File: src/rtl/npc_pkg.sv
// Shared core package: memory access sizes, LSU FSM states and the core's
// instruction-format and ALU-operation enums, plus the byte-lane mask helper.
package npc_pkg;

    typedef enum logic [1:0] {
        SZ_B = 2'd0,
        SZ_H = 2'd1,
        SZ_W = 2'd2,
        SZ_D = 2'd3
    } mem_size_t;

    typedef enum logic [1:0] {
        S_IDLE = 2'd0,
        S_REQ  = 2'd1,
        S_WAIT = 2'd2,
        S_RESP = 2'd3
    } lsu_state_t;

    typedef enum logic [2:0] {
        INST_R = 3'd0,
        INST_I = 3'd1,
        INST_S = 3'd2,
        INST_B = 3'd3,
        INST_U = 3'd4,
        INST_J = 3'd5
    } inst_type_t;

    typedef enum logic [3:0] {
        ALU_ADD  = 4'd0,
        ALU_SUB  = 4'd1,
        ALU_SLL  = 4'd2,
        ALU_SLT  = 4'd3,
        ALU_SLTU = 4'd4,
        ALU_XOR  = 4'd5,
        ALU_SRL  = 4'd6,
        ALU_SRA  = 4'd7,
        ALU_OR   = 4'd8,
        ALU_AND  = 4'd9
    } alu_op_t;

    // Byte-enable pattern for an access of the given size, before lane shifting.
    function automatic logic [7:0] size_mask(input mem_size_t sz);
        logic [7:0] m;
        case (sz)
            SZ_B:    m = 8'h01;
            SZ_H:    m = 8'h03;
            SZ_W:    m = 8'h0F;
            SZ_D:    m = 8'hFF;
            default: m = 8'h00;
        endcase
        return m;
    endfunction

endpackage

File: src/rtl/lsu_if.sv
// Handshake bundles around the LSU: lsu_req_if (core side) and lsu_mem_if
// (memory side). The LSU is the slave of the former and master of the latter.
interface lsu_req_if #(
    parameter int XLEN   = 32,
    parameter int ADDR_W = 32
);
    import npc_pkg::*;

    logic              req_valid;
    logic              req_ready;
    logic              req_we;
    mem_size_t         req_size;
    logic              req_unsigned;
    logic [ADDR_W-1:0] req_addr;
    logic [XLEN-1:0]   req_wdata;
    logic              resp_valid;
    logic [XLEN-1:0]   resp_rdata;
    logic              resp_misalign;
    logic              resp_err;

    modport master (
        output req_valid, req_we, req_size, req_unsigned, req_addr, req_wdata,
        input  req_ready, resp_valid, resp_rdata, resp_misalign, resp_err
    );

    modport slave (
        input  req_valid, req_we, req_size, req_unsigned, req_addr, req_wdata,
        output req_ready, resp_valid, resp_rdata, resp_misalign, resp_err
    );
endinterface

interface lsu_mem_if #(
    parameter int XLEN   = 32,
    parameter int ADDR_W = 32
);
    logic              mem_req_valid;
    logic              mem_req_ready;
    logic              mem_we;
    logic [ADDR_W-1:0] mem_addr;
    logic [XLEN-1:0]   mem_wdata;
    logic [XLEN/8-1:0] mem_wstrb;
    logic              mem_rvalid;
    logic [XLEN-1:0]   mem_rdata;

    modport master (
        output mem_req_valid, mem_we, mem_addr, mem_wdata, mem_wstrb,
        input  mem_req_ready, mem_rvalid, mem_rdata
    );

    modport slave (
        input  mem_req_valid, mem_we, mem_addr, mem_wdata, mem_wstrb,
        output mem_req_ready, mem_rvalid, mem_rdata
    );
endinterface

File: src/rtl/lsu_align.sv
// Combinational lane steering for the LSU: store strobe/data shifting into the
// bus word and load extraction with sign or zero extension.
module lsu_align
    import npc_pkg::*;
#(
    parameter int XLEN = 32
) (
    input  mem_size_t                   i_size,
    input  logic [$clog2(XLEN/8)-1:0]   i_offset,
    input  logic                        i_unsigned,
    input  logic                        i_we,
    input  logic [XLEN-1:0]             i_wdata,
    input  logic [XLEN-1:0]             i_rdata,
    output logic [XLEN/8-1:0]           o_wstrb,
    output logic [XLEN-1:0]             o_wdata,
    output logic [XLEN-1:0]             o_rdata
);
    localparam int NB    = XLEN / 8;
    localparam int OFF_W = $clog2(NB);

    logic [NB-1:0]      w_mask;
    logic [XLEN-1:0]    w_shift;
    logic [OFF_W+2:0]   w_bitoff;

    always_comb begin
        w_bitoff = {i_offset, 3'b000};
        w_mask   = NB'(size_mask(i_size));
        o_wstrb  = i_we ? (w_mask << i_offset) : '0;
        o_wdata  = i_we ? (i_wdata << w_bitoff) : '0;
    end

    // Loads: bring the addressed bytes down to bit 0, then extend to XLEN.
    always_comb begin
        w_shift = i_rdata >> w_bitoff;
        o_rdata = '0;
        case (i_size)
            SZ_B: o_rdata = i_unsigned ? XLEN'(w_shift[7:0])  : XLEN'($signed(w_shift[7:0]));
            SZ_H: o_rdata = i_unsigned ? XLEN'(w_shift[15:0]) : XLEN'($signed(w_shift[15:0]));
            SZ_W: o_rdata = i_unsigned ? XLEN'(w_shift[31:0]) : XLEN'($signed(w_shift[31:0]));
            SZ_D: o_rdata = w_shift;
            default: o_rdata = '0;
        endcase
    end

endmodule

File: src/rtl/lsu.sv
// Single-outstanding load/store unit between the core and a valid/ready memory.
// Optional wait limit enabled by defining LSU_TIMEOUT_EN.
module lsu
    import npc_pkg::*;
#(
    parameter int XLEN           = 32,
    parameter int ADDR_W         = 32,
    parameter int TIMEOUT_CYCLES = 255
) (
    input  logic        clk,
    input  logic        reset,
    lsu_req_if.slave    core,
    lsu_mem_if.master   mem
);
    localparam int NB    = XLEN / 8;
    localparam int OFF_W = $clog2(NB);

    lsu_state_t         r_state;
    lsu_state_t         w_next;
    logic               r_we;
    mem_size_t          r_size;
    logic               r_unsigned;
    logic [ADDR_W-1:0]  r_addr;
    logic [XLEN-1:0]    r_wdata;
    logic [XLEN-1:0]    r_rdata;
    logic               r_misalign;

    logic               w_misalign;
    logic               w_tmo_hit;
    logic               w_err;
    logic [OFF_W-1:0]   w_offset;
    logic [NB-1:0]      w_wstrb;
    logic [XLEN-1:0]    w_wdata;
    logic [XLEN-1:0]    w_load;

    assign w_offset = r_addr[OFF_W-1:0];

    lsu_align #(.XLEN(XLEN)) u_align (
        .i_size     (r_size),
        .i_offset   (w_offset),
        .i_unsigned (r_unsigned),
        .i_we       (r_we),
        .i_wdata    (r_wdata),
        .i_rdata    (mem.mem_rdata),
        .o_wstrb    (w_wstrb),
        .o_wdata    (w_wdata),
        .o_rdata    (w_load)
    );

    // Doubleword accesses cannot be served by a 32-bit bus at all.
    always_comb begin
        w_misalign = 1'b0;
        case (core.req_size)
            SZ_B:    w_misalign = 1'b0;
            SZ_H:    w_misalign = core.req_addr[0];
            SZ_W:    w_misalign = |core.req_addr[1:0];
            SZ_D:    w_misalign = (XLEN == 32) || (|core.req_addr[2:0]);
            default: w_misalign = 1'b0;
        endcase
    end

`ifdef LSU_TIMEOUT_EN
    localparam int TMO_W = $clog2(TIMEOUT_CYCLES + 1);

    logic [TMO_W-1:0]   r_tmo;
    logic               r_err;
    logic               w_progress;

    // A handshake or load return arriving on the limit cycle still wins.
    assign w_progress = ((r_state == S_REQ) && mem.mem_req_ready) ||
                        ((r_state == S_WAIT) && mem.mem_rvalid);
    assign w_tmo_hit  = ((r_state == S_REQ) || (r_state == S_WAIT)) &&
                        (r_tmo == TMO_W'(TIMEOUT_CYCLES - 1)) && !w_progress;
    assign w_err      = r_err;

    always_ff @(posedge clk) begin
        if (reset) begin
            r_tmo <= '0;
            r_err <= 1'b0;
        end else if ((r_state == S_IDLE) && core.req_valid) begin
            r_tmo <= '0;
            r_err <= 1'b0;
        end else if ((r_state == S_REQ) || (r_state == S_WAIT)) begin
            r_tmo <= r_tmo + TMO_W'(1);
            if (w_tmo_hit) begin
                r_err <= 1'b1;
            end
        end
    end
`else
    assign w_tmo_hit = 1'b0;
    assign w_err     = 1'b0;
`endif

    always_ff @(posedge clk) begin
        if (reset) begin
            r_state <= S_IDLE;
        end else begin
            r_state <= w_next;
        end
    end

    always_comb begin
        w_next = r_state;
        case (r_state)
            S_IDLE: begin
                if (core.req_valid) begin
                    w_next = w_misalign ? S_RESP : S_REQ;
                end
            end
            S_REQ: begin
                if (mem.mem_req_ready) begin
                    w_next = r_we ? S_RESP : S_WAIT;
                end else if (w_tmo_hit) begin
                    w_next = S_RESP;
                end
            end
            S_WAIT: begin
                if (mem.mem_rvalid || w_tmo_hit) begin
                    w_next = S_RESP;
                end
            end
            S_RESP:  w_next = S_IDLE;
            default: w_next = S_IDLE;
        endcase
    end

    // Request fields are frozen at accept; rdata is cleared so faults report zero.
    always_ff @(posedge clk) begin
        if (reset) begin
            r_we       <= 1'b0;
            r_size     <= SZ_B;
            r_unsigned <= 1'b0;
            r_addr     <= '0;
            r_wdata    <= '0;
            r_rdata    <= '0;
            r_misalign <= 1'b0;
        end else if ((r_state == S_IDLE) && core.req_valid) begin
            r_we       <= core.req_we;
            r_size     <= core.req_size;
            r_unsigned <= core.req_unsigned;
            r_addr     <= core.req_addr;
            r_wdata    <= core.req_wdata;
            r_rdata    <= '0;
            r_misalign <= w_misalign;
        end else if ((r_state == S_WAIT) && mem.mem_rvalid) begin
            r_rdata    <= w_load;
        end
    end

    always_comb begin
        core.req_ready     = (r_state == S_IDLE);
        core.resp_valid    = (r_state == S_RESP);
        core.resp_rdata    = (r_state == S_RESP) ? r_rdata : '0;
        core.resp_misalign = (r_state == S_RESP) && r_misalign;
        core.resp_err      = (r_state == S_RESP) && w_err;
        mem.mem_req_valid  = (r_state == S_REQ);
        mem.mem_we         = (r_state == S_REQ) && r_we;
        mem.mem_addr       = (r_state == S_REQ) ? {r_addr[ADDR_W-1:OFF_W], {OFF_W{1'b0}}} : '0;
        mem.mem_wdata      = (r_state == S_REQ) ? w_wdata : '0;
        mem.mem_wstrb      = (r_state == S_REQ) ? w_wstrb : '0;
    end

endmodule

File: src/flat_wrapper.sv
// flat-port wrapper written by rule: the top's interface ports become plain ports
module lsu_flat import npc_pkg::*;
#(
    parameter int XLEN           = 32,
    parameter int ADDR_W         = 32,
    parameter int TIMEOUT_CYCLES = 255
)
  (clk, reset, core_req_valid, core_req_we, core_req_size, core_req_unsigned, core_req_addr, core_req_wdata, core_req_ready, core_resp_valid, core_resp_rdata, core_resp_misalign, core_resp_err, mem_mem_req_valid, mem_mem_we, mem_mem_addr, mem_mem_wdata, mem_mem_wstrb, mem_mem_req_ready, mem_mem_rvalid, mem_mem_rdata);
  lsu_req_if #(.XLEN(XLEN), .ADDR_W(ADDR_W)) core_i ();
  lsu_mem_if #(.XLEN(XLEN), .ADDR_W(ADDR_W)) mem_i ();
  input  logic clk;
  input  logic reset;
  input wire logic [$bits(core_i.req_valid)-1:0] core_req_valid;
  input wire logic [$bits(core_i.req_we)-1:0] core_req_we;
  input wire logic [$bits(core_i.req_size)-1:0] core_req_size;
  input wire logic [$bits(core_i.req_unsigned)-1:0] core_req_unsigned;
  input wire logic [$bits(core_i.req_addr)-1:0] core_req_addr;
  input wire logic [$bits(core_i.req_wdata)-1:0] core_req_wdata;
  output wire logic [$bits(core_i.req_ready)-1:0] core_req_ready;
  output wire logic [$bits(core_i.resp_valid)-1:0] core_resp_valid;
  output wire logic [$bits(core_i.resp_rdata)-1:0] core_resp_rdata;
  output wire logic [$bits(core_i.resp_misalign)-1:0] core_resp_misalign;
  output wire logic [$bits(core_i.resp_err)-1:0] core_resp_err;
  output wire logic [$bits(mem_i.mem_req_valid)-1:0] mem_mem_req_valid;
  output wire logic [$bits(mem_i.mem_we)-1:0] mem_mem_we;
  output wire logic [$bits(mem_i.mem_addr)-1:0] mem_mem_addr;
  output wire logic [$bits(mem_i.mem_wdata)-1:0] mem_mem_wdata;
  output wire logic [$bits(mem_i.mem_wstrb)-1:0] mem_mem_wstrb;
  input wire logic [$bits(mem_i.mem_req_ready)-1:0] mem_mem_req_ready;
  input wire logic [$bits(mem_i.mem_rvalid)-1:0] mem_mem_rvalid;
  input wire logic [$bits(mem_i.mem_rdata)-1:0] mem_mem_rdata;
  assign core_i.req_valid = core_req_valid;
  assign core_i.req_we = core_req_we;
  assign core_i.req_size = core_req_size;
  assign core_i.req_unsigned = core_req_unsigned;
  assign core_i.req_addr = core_req_addr;
  assign core_i.req_wdata = core_req_wdata;
  assign core_req_ready = core_i.req_ready;
  assign core_resp_valid = core_i.resp_valid;
  assign core_resp_rdata = core_i.resp_rdata;
  assign core_resp_misalign = core_i.resp_misalign;
  assign core_resp_err = core_i.resp_err;
  assign mem_mem_req_valid = mem_i.mem_req_valid;
  assign mem_mem_we = mem_i.mem_we;
  assign mem_mem_addr = mem_i.mem_addr;
  assign mem_mem_wdata = mem_i.mem_wdata;
  assign mem_mem_wstrb = mem_i.mem_wstrb;
  assign mem_i.mem_req_ready = mem_mem_req_ready;
  assign mem_i.mem_rvalid = mem_mem_rvalid;
  assign mem_i.mem_rdata = mem_mem_rdata;
  lsu #(.XLEN(XLEN), .ADDR_W(ADDR_W), .TIMEOUT_CYCLES(TIMEOUT_CYCLES)) u_core (.clk(clk), .reset(reset), .core(core_i), .mem(mem_i));
endmodule
File: config.mk
export PLATFORM = sky130hd
export DESIGN_NAME = lsu_flat
export DESIGN_NICKNAME = d
export VERILOG_FILES = /design/src/rtl/npc_pkg.sv /design/src/rtl/lsu_if.sv /design/src/rtl/lsu_align.sv /design/src/rtl/lsu.sv /design/src/flat_wrapper.sv
export SDC_FILE = /design/constraint.sdc
export NUM_CORES = 1
export LEC_CHECK = 0
export CAP_MARGIN = 20
export CORE_ASPECT_RATIO = 0.7
export CORE_MARGIN = 2
export CORE_UTILIZATION = 40
export CTS_CLUSTER_SIZE = 14
export DETAILED_ROUTE_END_ITERATION = 16
export PLACE_DENSITY_LB_ADDON = 0.12
export SLEW_MARGIN = 20
export SYNTH_ARGS = -nofsm -noshare
export SYNTH_HDL_FRONTEND = slang
export SYNTH_HIERARCHICAL = 1
export SYNTH_SLANG_ARGS = --single-unit
File: constraint.sdc
create_clock -name clk -period 1.7 [get_ports clk]
set_clock_uncertainty 0.1 [all_clocks]
set_input_delay 0.34 -clock clk [delete_from_list [all_inputs] [get_ports clk]]
set_output_delay 0.34 -clock clk [all_outputs]
set_load 0.02 [all_outputs]
**After elaboration in Yosys (flattened, before gate mapping)**

Cells that the tools add are included.

- Bits in latches: 0
- Output and inout port bits: 106
- Memories: 0
- Register bits after elaboration: 103
- Memory bits (writable): 0
- ROM bits: 0
- Logic and storage cells: 51
- Input bits: 105

- Reductions and logical operators: 11
- $lt $le $gt $ge: 0
- Equality and inequality tests: 12
- Add/sub/neg operators: 0
- Divide/modulo/power cells: 0
- Bitwise operators: 0
- Multiplexer cells: 17
- Shifts and indexed selects: 3
- Multiply operators: 0

Operators by type and width:

| operator | count |
|---|---|
| two-way mux 32 bit | 6 |
| one-hot mux 32 bit (3 select lines) | 1 |
| left shift 32 x 5 -> 32 bit | 1 |
| >> shifter 32 x 5 -> 32 bit | 1 |
| one-hot mux 4 bit (4 select lines) | 1 |
| equality test 2 bit, second input constant | 6 |
| two-way mux 2 bit | 4 |
| two-way mux 4 bit | 2 |
| one-hot mux 2 bit (4 select lines) | 1 |
| equality test 2 x 1 -> 1 bit, second input constant | 3 |
| zero test 2 bit | 3 |
| OR reduction 2 bit | 3 |
| logical AND 1 bit | 4 |
| != test 2 bit, second input constant | 2 |
| one-hot mux 1 bit (4 select lines) | 1 |
| left shift 4 x 2 -> 4 bit | 1 |
| AND reduction 3 bit | 1 |
| != test 2 x 1 -> 1 bit, second input constant | 1 |
| two-way mux 1 bit | 1 |

**Logic depth before layout (Yosys ltp)**

- Depth after elaboration: 5
- Depth in mapped cells: 8

**Hierarchy**

The synthesis kept the hierarchy.

By module, submodules not included:

| module | sequential area each (sq um) | cells an instance | times used | area each (sq um) |
|---|---|---|---|---|
| lsu | 2062.0 | 432 | 1 | 4070.2 |
| lsu_align | 0.0 | 213 | 1 | 1501.4 |

**Worst setup path after synthesis**

No wires, ideal clock.

- Kind: flip-flop to output port
- From: register u_core.r_state[1]
- To: output port mem_mem_wdata[0]
- Data arrival time: 1.465 ns
- Data required time: 1.260 ns
- Buffers on the path: 2
- Cell stages (with the launch flop): 6
- Slack: -0.205 ns
- Cell sequence: dfxtp_1 > inv_1 > ha_1 > clkbuf_1 > clkbuf_1 > and2_1

- Cells in the longest elaborated chain, start to end: 2

Ends and longest elaborated chain:

| item | line | source |
|---|---|---|
| start: declaration | lsu.sv:18 | `lsu_state_t r_state;` |
| start signal: assignment | lsu.sv:99 | `r_state <= w_next;` |
| equality test 2 x 1 -> 1 bit | n/a |  |
| named net mem_mem_req_valid | flat_wrapper.sv:24 | `output wire logic [$bits(mem_i.mem_req_valid)-1:0] mem_mem_req_valid;` |
| two-way mux 32 bit | lsu.sv:160 | `mem.mem_wdata = (r_state == S_REQ) ? w_wdata : '0;` |
| end: declaration | flat_wrapper.sv:27 | `output wire logic [$bits(mem_i.mem_wdata)-1:0] mem_mem_wdata;` |

The timed path passes the listed nets, and every way through them passes these cells.

**Final worst setup path**

- From: register u_core.r_addr[0]
- To: output port mem_mem_wdata[13]

- Cells in the longest elaborated chain, start to end: 3

Ends and longest elaborated chain:

| item | line | source |
|---|---|---|
| start: declaration | lsu.sv:23 | `logic [ADDR_W-1:0] r_addr;` |
| start signal: assignment | lsu.sv:142 | `r_addr <= core.req_addr;` |
| left shift 32 x 5 -> 32 bit | lsu_align.sv:29 | `o_wdata = i_we ? (i_wdata << w_bitoff) : '0;` |
| two-way mux 32 bit | lsu_align.sv:29 |  |
| named net u_core.w_wdata[13] | lsu.sv:33 | `logic [XLEN-1:0] w_wdata;` |
| two-way mux 32 bit | lsu.sv:160 |  |

The timed path passes the listed nets, and every way through them passes these cells.

==> results.cfg <==
[run_status]
status = finished, violations left
violations = negative setup slack

[power_and_ir_drop]
peakVddDrop_mv = 0.7084
p_leak_uw = 0.004319
power_density_nw_per_um2 = 1142

[detailed_routing]
ant_nets = 0
avgViaCountPerCell = 5.260
num_vias = 5938
wl_mm = 20.59
drtPass1Iterations = 6
drtIter0Drc = 446
drc = 0
wl_per_cell_um = 18.24

[setup_path]
rrSetupSlack_ps = -370
criticalPathCategory = reg -> out
arrival_ps = 1780
critical_path_required_ps = 1260
rr_worst_depth = 9
startpoint_type = flip-flop
worstReg2RegEnd = u_core/r_rdata[29]
crit_buf_inv = 4
path_delay_family = buffers and inverters
worstSetupEndpointType = output pin
worstPathMaxFanout = 7
cp_cell_sequence = buf_12, buf_16, mux2i_4, buf_4, nor2_2, and2_4, buf_6
slowest_delay_ps = 430
cp_slowest_cell = dfxtp_4
timing.rr.start = u_core/r_addr[0]

[job]
drv_cap = 0

[synthesis]
synth_top_area_share_pct = 37.01
synthArstFlopShare_pct = 0
synth.most_common_cell = and2_1
avgSynthCellArea_sq_um = 8.638
synth_top_flop_cell = dfxtp_1
ys_types = 42
synth.yosys.seq_area_share_pct = 37.01
synth_largest_area_cell = dfxtp_1
netlist_top_cells_area = dfxtp_1 (37%), and2_1 (12%), a22o_1 (11%)
syn_area_sq_um = 5572
netlist_instances = 645
yosys-top-cells-count = and2_1 (110), dfxtp_1 (103), nand2_1 (97), a22o_1 (68), a21oi_1 (48)
synth_edf_count = 0
ys_warn_count = 6
synth-seq-cells = 103

[die]
io_pins = 211
rows = 36
start_util_pct = 40.42
fp.dieW_um = 145.1
core_area_sq_um = 13780
die_h_um = 102.7
dieArea_sq_um = 14900

[timing]
timing.final.ws_setup_ps = -517.6
post-route-period-util_pct = 130.4
max_freq_ghz = 0.4509
hold_violations = 0
rsz0062_at_grt = yes
final-setup-viol-count = 135
finalCriticalPeriod_ps = 2218
final-max-slew-violation-count = 0
whs_ps = 359.5

[placed_design]
portBuffers = 207
dpl.hpwl_mm = 12.76
gp_congestion = 0.8784
post-place-ws_ps = -555.4

[cells_and_area]
multi_input_area_sq_um = 3687
diodes = 0
fillCellCount = 1002
area_delta_synth_final_pct = 81.41
drive_gt1_share_pct = 44.20
seqCellArea_sq_um = 2077
fin_nets = 1044

[cts]
clkTransAtPathRegs_ps = 80
cts_num_sinks = 103
clk_latency_ps = 360
htreeDepth = 3
cts_made_buffers = 9
holdBufCountCts = 0
cts_tree = yes
root_buffer = clkbuf_16
clock_path_buffers = 2

[worst_hold_path]
hold_path_depth = 2
holdCritPathClass = reg -> reg
hp-start = u_core/r_rdata[19]
holdPathEnd = u_core/r_rdata[19]

[global_routing]
grt_pass1_vias = 5415
grt_max_degree = 47
grt.total_usage_pct = 24.85
antenna_found_initial = 0
grt_overflow = 0
grt_pass1_wl_mm = 29.35
[logic make-up after synthesis]
group | count (synthesis) | synth area share [%]
compound gates | 168 | 23.04
fa+ha+maj | 5 | 1.123
buf+inv | 63 | 5.592
flops | 103 | 37.01
mux | 49 | 9.342
other cells | 1 | 0.06731
simple gates | 256 | 23.83
[worst max-delay path by stage]
stage / from / endpoint / slack, ps / depth (start not counted)
final: u_core/r_addr[0] / mem_mem_wdata[13] / -520 / 7
after global routing: u_core/r_addr[0] / mem_mem_wdata[28] / -580 / 7
after CTS: u_core/r_addr[0] / mem_mem_wdata[31] / -550 / 5
after detailed placement: u_core/r_addr[0] / mem_mem_wdata[27] / -560 / 5
after global placement: u_core/r_addr[0] / mem_mem_wdata[28] / -510 / 5
after floorplan: u_core/r_addr[0] / mem_mem_wdata[24] / -7 / 5
[cell type report]
class                           count  area share (%)
Timing Repair Buffer              337           37.19
Multi-Input combinational cell    481           36.48
Sequential cell                   103           20.55
Tap cell                          190           2.352
Clock buffer                        9           2.228
Clock inverter                      7           1.102
Inverter                            2         0.09903
[what timing repair did]
| item | CTS | global route |
|---|---|---|
| setup endpoints to repair | 204 | 199 |
| resized for setup | 673 | 109 |
| pin swaps | 47 | 61 |
| gates cloned | 11 | 9 |
| setup buffers | 25 | 17 |
[placed cells by master, fill, tap and decap left out, types with 10 or more instances in the layout]
master / Yosys / layout
mux2i_1: 31 / 23
dfxtp_1: 103 / 97
and2_2: 0 / 11
a22o_1: 68 / 68
o211ai_1: 16 / 16
buf_6: 2 / 118
a21oi_1: 48 / 46
nand2_1: 97 / 96
buf_12: 0 / 22
and2_1: 110 / 10
clkdlybuf4s50_1: 0 / 104
clkbuf_16: 0 / 16
nor2_1: 14 / 11
buf_4: 10 / 66
mux2_2: 16 / 10
and2_4: 0 / 89
buf_2: 18 / 11
[layer usage]
layer / global-route usage, % / up-vias / routed length, um
li1: - / 2835 / -
met1: 34.77 / 2819 / 9249
met2: 38.17 / 266 / 9272
met3: 7.389 / 18 / 1898
met4: 5.581 / 0 / 174
met5: 0 / - / 0
[stage by stage]
| step | area [sq um] | cells | util (%) | setup TNS, ps | power (uW) |
|---|---|---|---|---|---|
| after CTS | 9530 | 1110 | 69.14 | -39630 | 10880 |
| final | 10110 | 1129 | 73.33 | -39430 | 11550 |
| after detailed placement | 8401 | 1058 | 60.95 | -47480 | 7126 |
| after floorplan | 5672 | 647 | - | -53.15 | 5373 |
| after global placement | 8401 | 1058 | 60.95 | -41450 | 7031 |
| after global routing | 10110 | 1129 | 73.33 | -46960 | 12090 |
[power breakdown]
group	total, uW	switching (uW)	leakage [uW]	internal [uW]
Clock	2360	1030	0.000166	1330
Sequential	3170	342	0.000844	2830
Combinational	6020	2690	0.00331	3330
[sequential cells by signal, indices dropped and copies added, names as in the netlist]
name,count
u_core/r_we,1
u_core/r_state,2
u_core/r_misalign,1
u_core/r_addr,32
u_core/r_size,2
u_core/r_rdata,32
u_core/r_unsigned,1
u_core/r_wdata,32
[worst min-delay path, stage by stage, from the launching register on]
cell	delay, ps
dfxtp_1	310
nand2_1	50
a21oi_1	50
No activity file was read; power rests on OpenSTA's default activity.
